[config.mk]
export PLATFORM = sky130hd
export DESIGN_NAME = div_32_flat
export DESIGN_NICKNAME = d
export VERILOG_FILES = /design/src/rtl/alu_defs.sv /design/src/rtl/div_32_if.sv /design/src/rtl/sub_32.sv /design/src/rtl/div_32.sv /design/src/flat_wrapper.sv
export SDC_FILE = /design/constraint.sdc
export NUM_CORES = 1
export LEC_CHECK = 0
export ABC_AREA = 0
export CORE_ASPECT_RATIO = 0.75
export CORE_MARGIN = 1
export CORE_UTILIZATION = 35
export DETAILED_ROUTE_END_ITERATION = 16
export GPL_ROUTABILITY_DRIVEN = 0
export PLACE_DENSITY_LB_ADDON = 0.15
export RECOVER_POWER = 100
export SYNTH_ARGS = -nofsm -noshare
export SYNTH_HDL_FRONTEND = slang
export SYNTH_SLANG_ARGS = --single-unit
[constraint.sdc]
create_clock -name clk -period 5 [get_ports clk]
set_input_delay 0.75 -clock clk [delete_from_list [all_inputs] [get_ports clk]]
set_output_delay 0.75 -clock clk [all_outputs]
set_load 0.05 [all_outputs]
[src/rtl/alu_defs.sv]
// Shared definitions for the ALU blocks: FSM state encoding and default datapath width.
package alu_defs;

  localparam int unsigned WIDTH_DEF = 32;

  typedef enum logic [1:0] {
    IDLE = 2'd0,
    RUN  = 2'd1,
    DONE = 2'd2
  } state_t;

endpackage

[src/rtl/div_32_if.sv]
// Request/result bundle for the iterative divider.
interface div_32_if
  import alu_defs::*;
#(
  parameter int unsigned WIDTH = WIDTH_DEF
);
  logic             start;
  logic [WIDTH-1:0] A;
  logic [WIDTH-1:0] B;
  logic [WIDTH-1:0] Q;
  logic [WIDTH-1:0] Rm;
  logic             busy;
  logic             done;
  logic             div_zero;

  modport master (
    output start, A, B,
    input  Q, Rm, busy, done, div_zero
  );

  modport slave (
    input  start, A, B,
    output Q, Rm, busy, done, div_zero
  );
endinterface

[src/rtl/sub_32.sv]
// 32-bit combinational subtractor, R = A - B (modulo 2^32).
module sub_32 (
  output logic [31:0] R,
  input  logic [31:0] A,
  input  logic [31:0] B
);
  assign R = A - B;
endmodule

[src/rtl/div_32.sv]
// Unsigned restoring divider, one quotient bit per cycle MSB first; B==0 short-circuits to DONE.
module div_32
  import alu_defs::*;
#(
  parameter int unsigned WIDTH = WIDTH_DEF
) (
  input logic      clk,
  input logic      rst,
  div_32_if.slave  bus
);

  state_t           state;
  logic [WIDTH-1:0] dvd;
  logic [WIDTH-1:0] dsr;
  logic [WIDTH-1:0] rem;
  logic [5:0]       cnt;
  logic [WIDTH-1:0] q_r;
  logic [WIDTH-1:0] rm_r;
  logic             busy_r;
  logic             done_r;
  logic             dz_r;

  logic [WIDTH:0]   rem_sh;
  logic [WIDTH-1:0] trial;
  logic             borrow;
  logic [WIDTH-1:0] rem_nx;
  logic [WIDTH-1:0] dvd_nx;

  assign rem_sh = {rem, dvd[WIDTH-1]};

  sub_32 u_sub (
    .R (trial),
    .A (rem_sh[WIDTH-1:0]),
    .B (dsr)
  );

  // The shifted remainder is one bit wider than the subtractor, so borrow
  // comes from a full-width compare; when it does not borrow the difference
  // is known to fit back into WIDTH bits.
  assign borrow = (rem_sh < {1'b0, dsr});
  assign rem_nx = borrow ? rem_sh[WIDTH-1:0] : trial;
  // Quotient bits shift into the dividend register as its bits are consumed.
  assign dvd_nx = {dvd[WIDTH-2:0], ~borrow};

  always_ff @(posedge clk) begin
    if (rst) begin
      state  <= IDLE;
      dvd    <= '0;
      dsr    <= '0;
      rem    <= '0;
      cnt    <= '0;
      q_r    <= '0;
      rm_r   <= '0;
      busy_r <= 1'b0;
      done_r <= 1'b0;
      dz_r   <= 1'b0;
    end else begin
      case (state)
        IDLE: begin
          if (bus.start) begin
            if (bus.B == '0) begin
              q_r    <= '1;
              rm_r   <= bus.A;
              dz_r   <= 1'b1;
              done_r <= 1'b1;
              state  <= DONE;
            end else begin
              dvd    <= bus.A;
              dsr    <= bus.B;
              rem    <= '0;
              cnt    <= '0;
              busy_r <= 1'b1;
              state  <= RUN;
            end
          end
        end
        RUN: begin
          rem <= rem_nx;
          dvd <= dvd_nx;
          cnt <= cnt + 6'd1;
          if (cnt == 6'(WIDTH - 1)) begin
            q_r    <= dvd_nx;
            rm_r   <= rem_nx;
            dz_r   <= 1'b0;
            busy_r <= 1'b0;
            done_r <= 1'b1;
            state  <= DONE;
          end
        end
        DONE: begin
          done_r <= 1'b0;
          state  <= IDLE;
        end
        default: begin
          busy_r <= 1'b0;
          done_r <= 1'b0;
          state  <= IDLE;
        end
      endcase
    end
  end

  assign bus.Q        = q_r;
  assign bus.Rm       = rm_r;
  assign bus.busy     = busy_r;
  assign bus.done     = done_r;
  assign bus.div_zero = dz_r;

endmodule

[src/flat_wrapper.sv]
// flat-port wrapper written by rule: the top's interface ports become plain ports
module div_32_flat import alu_defs::*;
#(
  parameter int unsigned WIDTH = WIDTH_DEF
)
  (clk, rst, bus_start, bus_A, bus_B, bus_Q, bus_Rm, bus_busy, bus_done, bus_div_zero);
  div_32_if #(.WIDTH(WIDTH)) bus_i ();
  input logic clk;
  input logic rst;
  input wire logic [$bits(bus_i.start)-1:0] bus_start;
  input wire logic [$bits(bus_i.A)-1:0] bus_A;
  input wire logic [$bits(bus_i.B)-1:0] bus_B;
  output wire logic [$bits(bus_i.Q)-1:0] bus_Q;
  output wire logic [$bits(bus_i.Rm)-1:0] bus_Rm;
  output wire logic [$bits(bus_i.busy)-1:0] bus_busy;
  output wire logic [$bits(bus_i.done)-1:0] bus_done;
  output wire logic [$bits(bus_i.div_zero)-1:0] bus_div_zero;
  assign bus_i.start = bus_start;
  assign bus_i.A = bus_A;
  assign bus_i.B = bus_B;
  assign bus_Q = bus_i.Q;
  assign bus_Rm = bus_i.Rm;
  assign bus_busy = bus_i.busy;
  assign bus_done = bus_i.done;
  assign bus_div_zero = bus_i.div_zero;
  div_32 #(.WIDTH(WIDTH)) u_core (.clk(clk), .rst(rst), .bus(bus_i));
endmodule
After elaboration in Yosys (flattened, before gate mapping) --
Cells that the tools add are included.
Word-level totals: register bits after elaboration 171, output and inout bits 67
Operators by class: add/subtract/negate cells 2, magnitude comparators 1, equal/unequal tests 7, muxes and demuxes 31, bitwise operators 3, reductions and logical operators 9
Operators with widths (count):
- $mux 32 | 11
- $pmux 32 s2 | 4
- $lt 33x32->1 | 1
- $logic_not 32->1 | 1
- $sub 32x32->32 | 1
- $mux 6 | 2
- $pmux 6 s2 | 1
- $reduce_and 3->1 | 3
- $reduce_and 4->1 | 2
- $add 6x1->6 const B | 1
- $eq 6x5->1 const B | 1
- $mux 1 | 6
- $mux 2 | 3
- $ne 2x1->1 const B | 2
- $ne 2x2->1 const B | 2
- $pmux 1 s2 | 2
- $pmux 2 s2 | 1
- $not 1->1 | 3
- $pmux 1 s3 | 1
- $eq 2x1->1 const B | 1
- $eq 2x2->1 const B | 1
- $logic_not 2->1 | 1
- $reduce_and 2->1 | 1
- $reduce_bool 2->1 | 1

Longest topological paths before layout --
depth in word-level cells 4, depth in mapped cells 14

Modules after synthesis --
From an unflattened synthesis, not the netlist that was laid out.
Second synthesis, totals: cells, all modules 1177, area, all modules 9753.1 um^2
By module, submodules not included:
- div_32 | times used 1, cells an instance 898, area an instance 7913.8 um^2, sequential area each 3423.3 um^2
- sub_32 | times used 1, cells an instance 279, area an instance 1839.3 um^2, sequential area each 0.0 um^2

Least setup slack after synthesis --
OpenSTA, ideal clock, no wires.
kind reg-to-reg, start point register u_core.dvd[31], end point register u_core.rm_r[20], in the netlist u_core.bus.Rm[20], setup time 0.103 ns, arrival time 2.614 ns, data required time 4.897 ns, setup slack 2.283 ns, cell stages (with the launch flop) 14, path through dfxtp_1 -> inv_1 -> ha_1 -> inv_1 -> fa_1 -> a211oi_2 -> nor2_1 -> o2111ai_4 -> nand2_2 -> a31oi_2 -> o21ai_2 -> a311oi_2 -> o22ai_1 -> a2111oi_2
On the way: cells in the longest elaborated chain, start to end 4
RTL lines:
- from (decl) | line div_32.sv:13 | logic [WIDTH-1:0] dvd;
- from (signal assigned) | line div_32.sv:68 | dvd <= bus.A;
- from (signal assigned) | line div_32.sv:79 | dvd <= dvd_nx;
- $sub 32x32->32 or $lt 33x32->1 (tied branches) | line sub_32.sv:7, div_32.sv:40
- $mux 32 (*) | line div_32.sv:41 | assign rem_nx = borrow ? rem_sh[WIDTH-1:0] : trial;
- $mux 32 (*) | line div_32.sv:81 | if (cnt == 6'(WIDTH - 1)) begin
- $pmux 32 s2 (*) | line div_32.sv:58 | case (state)
- to (signal assigned) | line div_32.sv:63 | rm_r <= bus.A;
- to (signal assigned) | line div_32.sv:83 | rm_r <= rem_nx;
- to (decl) | line div_32.sv:18 | logic [WIDTH-1:0] rm_r;
Mark *: on every way between the ends. The rest lies on a longest branch, timed or not. The select of a mux whose other input is x is not followed. A chain may end at the register's enable or synchronous reset.

Final worst setup path --
start point input bus_B[31], end point register u_core.cnt[5]
On the way: cells in the longest elaborated chain, start to end 3
RTL lines:
- from (decl) | line flat_wrapper.sv:12 | input wire logic [$bits(bus_i.B)-1:0] bus_B;
- $logic_not 32->1 | line div_32.sv:61 | if (bus.B == '0) begin
- $ne 2x2->1 (no source line)
- $reduce_and 3->1 (no source line)
- to (signal assigned) | line div_32.sv:80 | cnt <= cnt + 6'd1;
- to (decl) | line div_32.sv:16 | logic [5:0] cnt;
Every way passes these cells.

==> results.tsv <==
stage	metric	value	unit
timing	hold_ws	454	ps
cts	Clock transition at path regs	60	ps
cells_and_area	share of cells above drive strength 1	8.44	%
critical_path	critical setup path kind	primary input to register	
cts	Setup Fix Bufs, Post-CTS	0	
timing	Slew Limit Fails	68	
cts	Post-CTS Resized	0	
global_routing	GRT Total Usage	21.3	%
placed_design	IO Port Bufs	133	
global_routing	largest net degree at the start of global routing	65	
cells_and_area	FF+latch area	3420	um^2
timing	final worst path period share	80.8	%
detailed_routing	vias per cell	5.33	
critical_path	Critical Path End Type	register	
detailed_routing	DRT antenna net count	0	
cells_and_area	area of the multi-input gates	4680	um^2
synth	syn_nets	1144	
floorplan	Die Width	183	um
timing	Fin Setup TNS	0	ps
synth	sequential area share after synthesis	40.0	%
critical_path	worst-path cell chain	dlygate4sd3_1, nor4_1, nand4_1, o21ai_0, a21oi_4, clkbuf_2, nand4_1, o21ai_0, a211oi_1	
critical_path	CP max stage cell	nor4_1	
detailed_routing	via count	7884	
critical_path	crit path DAT	4380	ps
detailed_routing	number of remaining DRC errors	0	
synth	synthesized area per cell	8.21	um^2
floorplan	initial core utilization	35.7	%
placed_design	DPL Wire Length	18800	um
global_routing	Overflow after GRT	0	
pwr	Peak VDD IR	0.000655	V
detailed_routing	Routed WL	26100	um
synth	Synth Flop Type	dfxtp_1	
synth	Netlist cell types	73	
cts	TritonCTS buffer count	17	
timing	worst slew pin tran	1630	ps
detailed_routing	drt pass-1 iters	5	
cts	Max clock buf depth	2	
cells_and_area	number of fill cells	2389	
timing	Final setup viols	0	
critical_path	Worst EP required	5340	ps
cells_and_area	area grow syn2layout	25.1	%
floorplan	# IOs	134	
global_routing	global-route wire length before repair	41300	um
cts	number of H-tree levels	4	
run_status	status	complete, but fails checks	
hold_path	hold crit path type	register to register	
floorplan	Core ar.	24000	um^2
cells_and_area	Layout Cells excl Fill	1480	
timing	final hold violations	0	
detailed_routing	DRT iter0 DRCs	563	
timing	Max-slew headroom	-8.60	%
cts	Clock Latency Late Sink	430	ps
cts	CTS Hold Bufs	0	
cells_and_area	nets	1237	
cells_and_area	number of diodes	0	
timing	final worst path period need	4040	ps
floorplan	Die ar.	25100	um^2
synth	Syn Inst Count	1043	
run_status	violated checks	max-capacitance violations, max-slew violations	
critical_path	critical path launch point type	primary input	
cts	root buffer cell	clkbuf_16	
global_routing	initial antenna violation count	0	
pwr	Leakage Power	4.28	nW
detailed_routing	WL per Instance	17.6	um
synth	async set or reset register ratio after synthesis	0	%
job	Max Cap Viol	2	
global_routing	vias in the first global route	7393	
synth	FF+latch count, synth	171	
timing	Achievable Freq	248	MHz
pwr	power per cell area	709	nW/um^2
timing	RSZ-0062 raised after global routing	false	
synth	Netlist Area Pre-Place	8570	um^2
placed_design	Cells after DPL	1448	
floorplan	Die Height	137	um
cts	CTS sink count	171	
timing	clock skew	9.47	ps
floorplan	Rows	49	
synth	synth warn	0	
critical_path	crit path max fanout	47	
synth	Post-synth EDFFs	0	
cts	CTS tree	done	
critical_path	CP max stage delay	580	ps
## layout by cell type (no fill, tap or decap), types with 4 or more instances in the layout
| master | synthesis | final |
|---|---|---|
| a211o_1 | 4 | 4 |
| a211oi_1 | 11 | 11 |
| a21o_1 | 16 | 16 |
| a21oi_1 | 96 | 96 |
| a221o_1 | 5 | 5 |
| a311oi_1 | 31 | 31 |
| a31oi_1 | 24 | 24 |
| and2_1 | 5 | 5 |
| and3_1 | 8 | 8 |
| buf_4 | 1 | 9 |
| clkbuf_16 | 0 | 17 |
| clkbuf_8 | 0 | 4 |
| clkdlybuf4s50_1 | 0 | 64 |
| clkinv_2 | 0 | 4 |
| dfxtp_1 | 171 | 171 |
| dlygate4sd3_1 | 0 | 68 |
| ha_1 | 33 | 33 |
| inv_1 | 41 | 41 |
| mux2_1 | 12 | 12 |
| mux2i_1 | 4 | 4 |
| nand2_1 | 212 | 212 |
| nand2b_1 | 4 | 4 |
| nand3_1 | 8 | 9 |
| nand4_1 | 8 | 8 |
| nor2_1 | 76 | 75 |
| nor2b_1 | 4 | 4 |
| nor3_1 | 15 | 14 |
| nor4_1 | 9 | 9 |
| o211ai_1 | 7 | 7 |
| o21a_1 | 4 | 4 |
| o21ai_0 | 45 | 45 |
| o21ai_1 | 4 | 4 |
| o221a_2 | 31 | 31 |
| xnor2_1 | 17 | 17 |
| xor2_1 | 11 | 11 |
## synth_stat cells (3+ instances only)
cell       instances  area (um^2)
a21oi_1           96          480
nand3_1            8         40.0
o21ai_1            4         20.0
and3_1             8         50.1
a31oi_1           24          150
a211oi_1          11         82.6
nor3_1            15         75.1
nor2b_1            4         25.0
o21a_1             4         30.0
buf_6              3         33.8
a41oi_1            3         26.3
ha_1              33          413
a221o_1            5         50.1
o211ai_1           7         52.6
nor2_1            76          285
a21o_1            16          120
o21ai_0           45          225
a211o_1            4         35.0
dfxtp_1          171         3420
nand4_1            8         50.1
buf_2              8         40.0
xnor2_1           17          149
a21oi_2            3         26.3
o221a_2           31          349
o31a_1             3         26.3
a311oi_1          31          272
a2111oi_2          3         45.0
mux2_1            12          135
mux2i_1            4         40.0
nand2_1          212          796
inv_1             41          154
clkbuf_1          58          218
and2_1             5         31.3
nand2b_1           4         25.0
nor4_1             9         56.3
xor2_1            11         96.3
## stage by stage
step	cell area [um^2]	total power, mW	setup slack, ps	utilization, %
2_1_floorplan	8570	5.25	2280	-
3_3_place_gp	10100	6.22	946	42.3
3_5_place_dp	10100	6.23	924	42.3
4_1_cts	10800	7.66	1370	44.9
5_1_grt	10700	8.18	628	44.7
6_report	10700	7.60	961	44.7
## sequential cells by signal (all words and copies together) (netlist names)
signal,cells
u_core.bus.done,1
u_core.cnt,6
u_core.rem,32
u_core.bus.div_zero,1
u_core.dsr,32
u_core.bus.busy,1
u_core.bus.Q,32
u_core.bus.Rm,32
u_core.state,2
u_core.dvd,32
## final timing paths
path                                startpoint  cells past startpoint  slack (ps)           endpoint
worst min register to register  u_core.dsr[24]                      2         450     u_core.dsr[24]
worst max-delay path                 bus_B[31]                      9         960      u_core.cnt[5]
worst max register to register   u_core.dsr[0]                     12        1760  u_core.bus.Rm[20]
worst min-delay path            u_core.dsr[24]                      2         450     u_core.dsr[24]
## logic make-up (layout without fill, tap and decap cells)
group / Yosys count / count (layout) / share of synthesized area [%]
compound gates: 316 / 316 / 26.3
xor+xnor: 28 / 28 / 2.86
fa+ha+maj: 34 / 34 / 5.05
buf+inv: 113 / 219 / 5.40
flops: 171 / 171 / 40.0
mux: 18 / 18 / 2.35
simple gates: 363 / 363 / 18.1
## layout make-up
class | instances | share of cell area, %
timing repair buffer | 146 | 13.3
inverter | 41 | 1.44
tap | 331 | 3.86
clock buffer | 21 | 4.48
clock inverter | 11 | 1.32
multi-input combinational | 759 | 43.7
sequential | 171 | 31.9
## power by group
part / internal, mW / switching, mW / total (mW) / leakage (nW)
sequential: 1.58 / 0.195 / 1.77 / 1.40
combinational: 1.79 / 2.64 / 4.43 / 2.58
clock: 0.837 / 0.567 / 1.40 / 0.301
total: 4.21 / 3.40 / 7.60 / 4.28
## metal layers
| layer | GRT usage, % | up-vias | routed length, um |
|---|---|---|---|
| met5 | 0 | - | 0 |
| met2 | 31.7 | 212 | 11100 |
| met3 | 4.78 | 19 | 1340 |
| met4 | 3.97 | 0 | 248 |
| li1 | - | 3933 | - |
| met1 | 31.4 | 3720 | 13400 |
## worst max-delay path, delay by kind of cell
family,cells,cell delay (ps)
AO/OA/AOI/OAI,4,1080
buffers and inverters,2,1130
AND/OR/NAND/NOR,3,1390
Note: power is estimated with default switching activity, not from simulation.
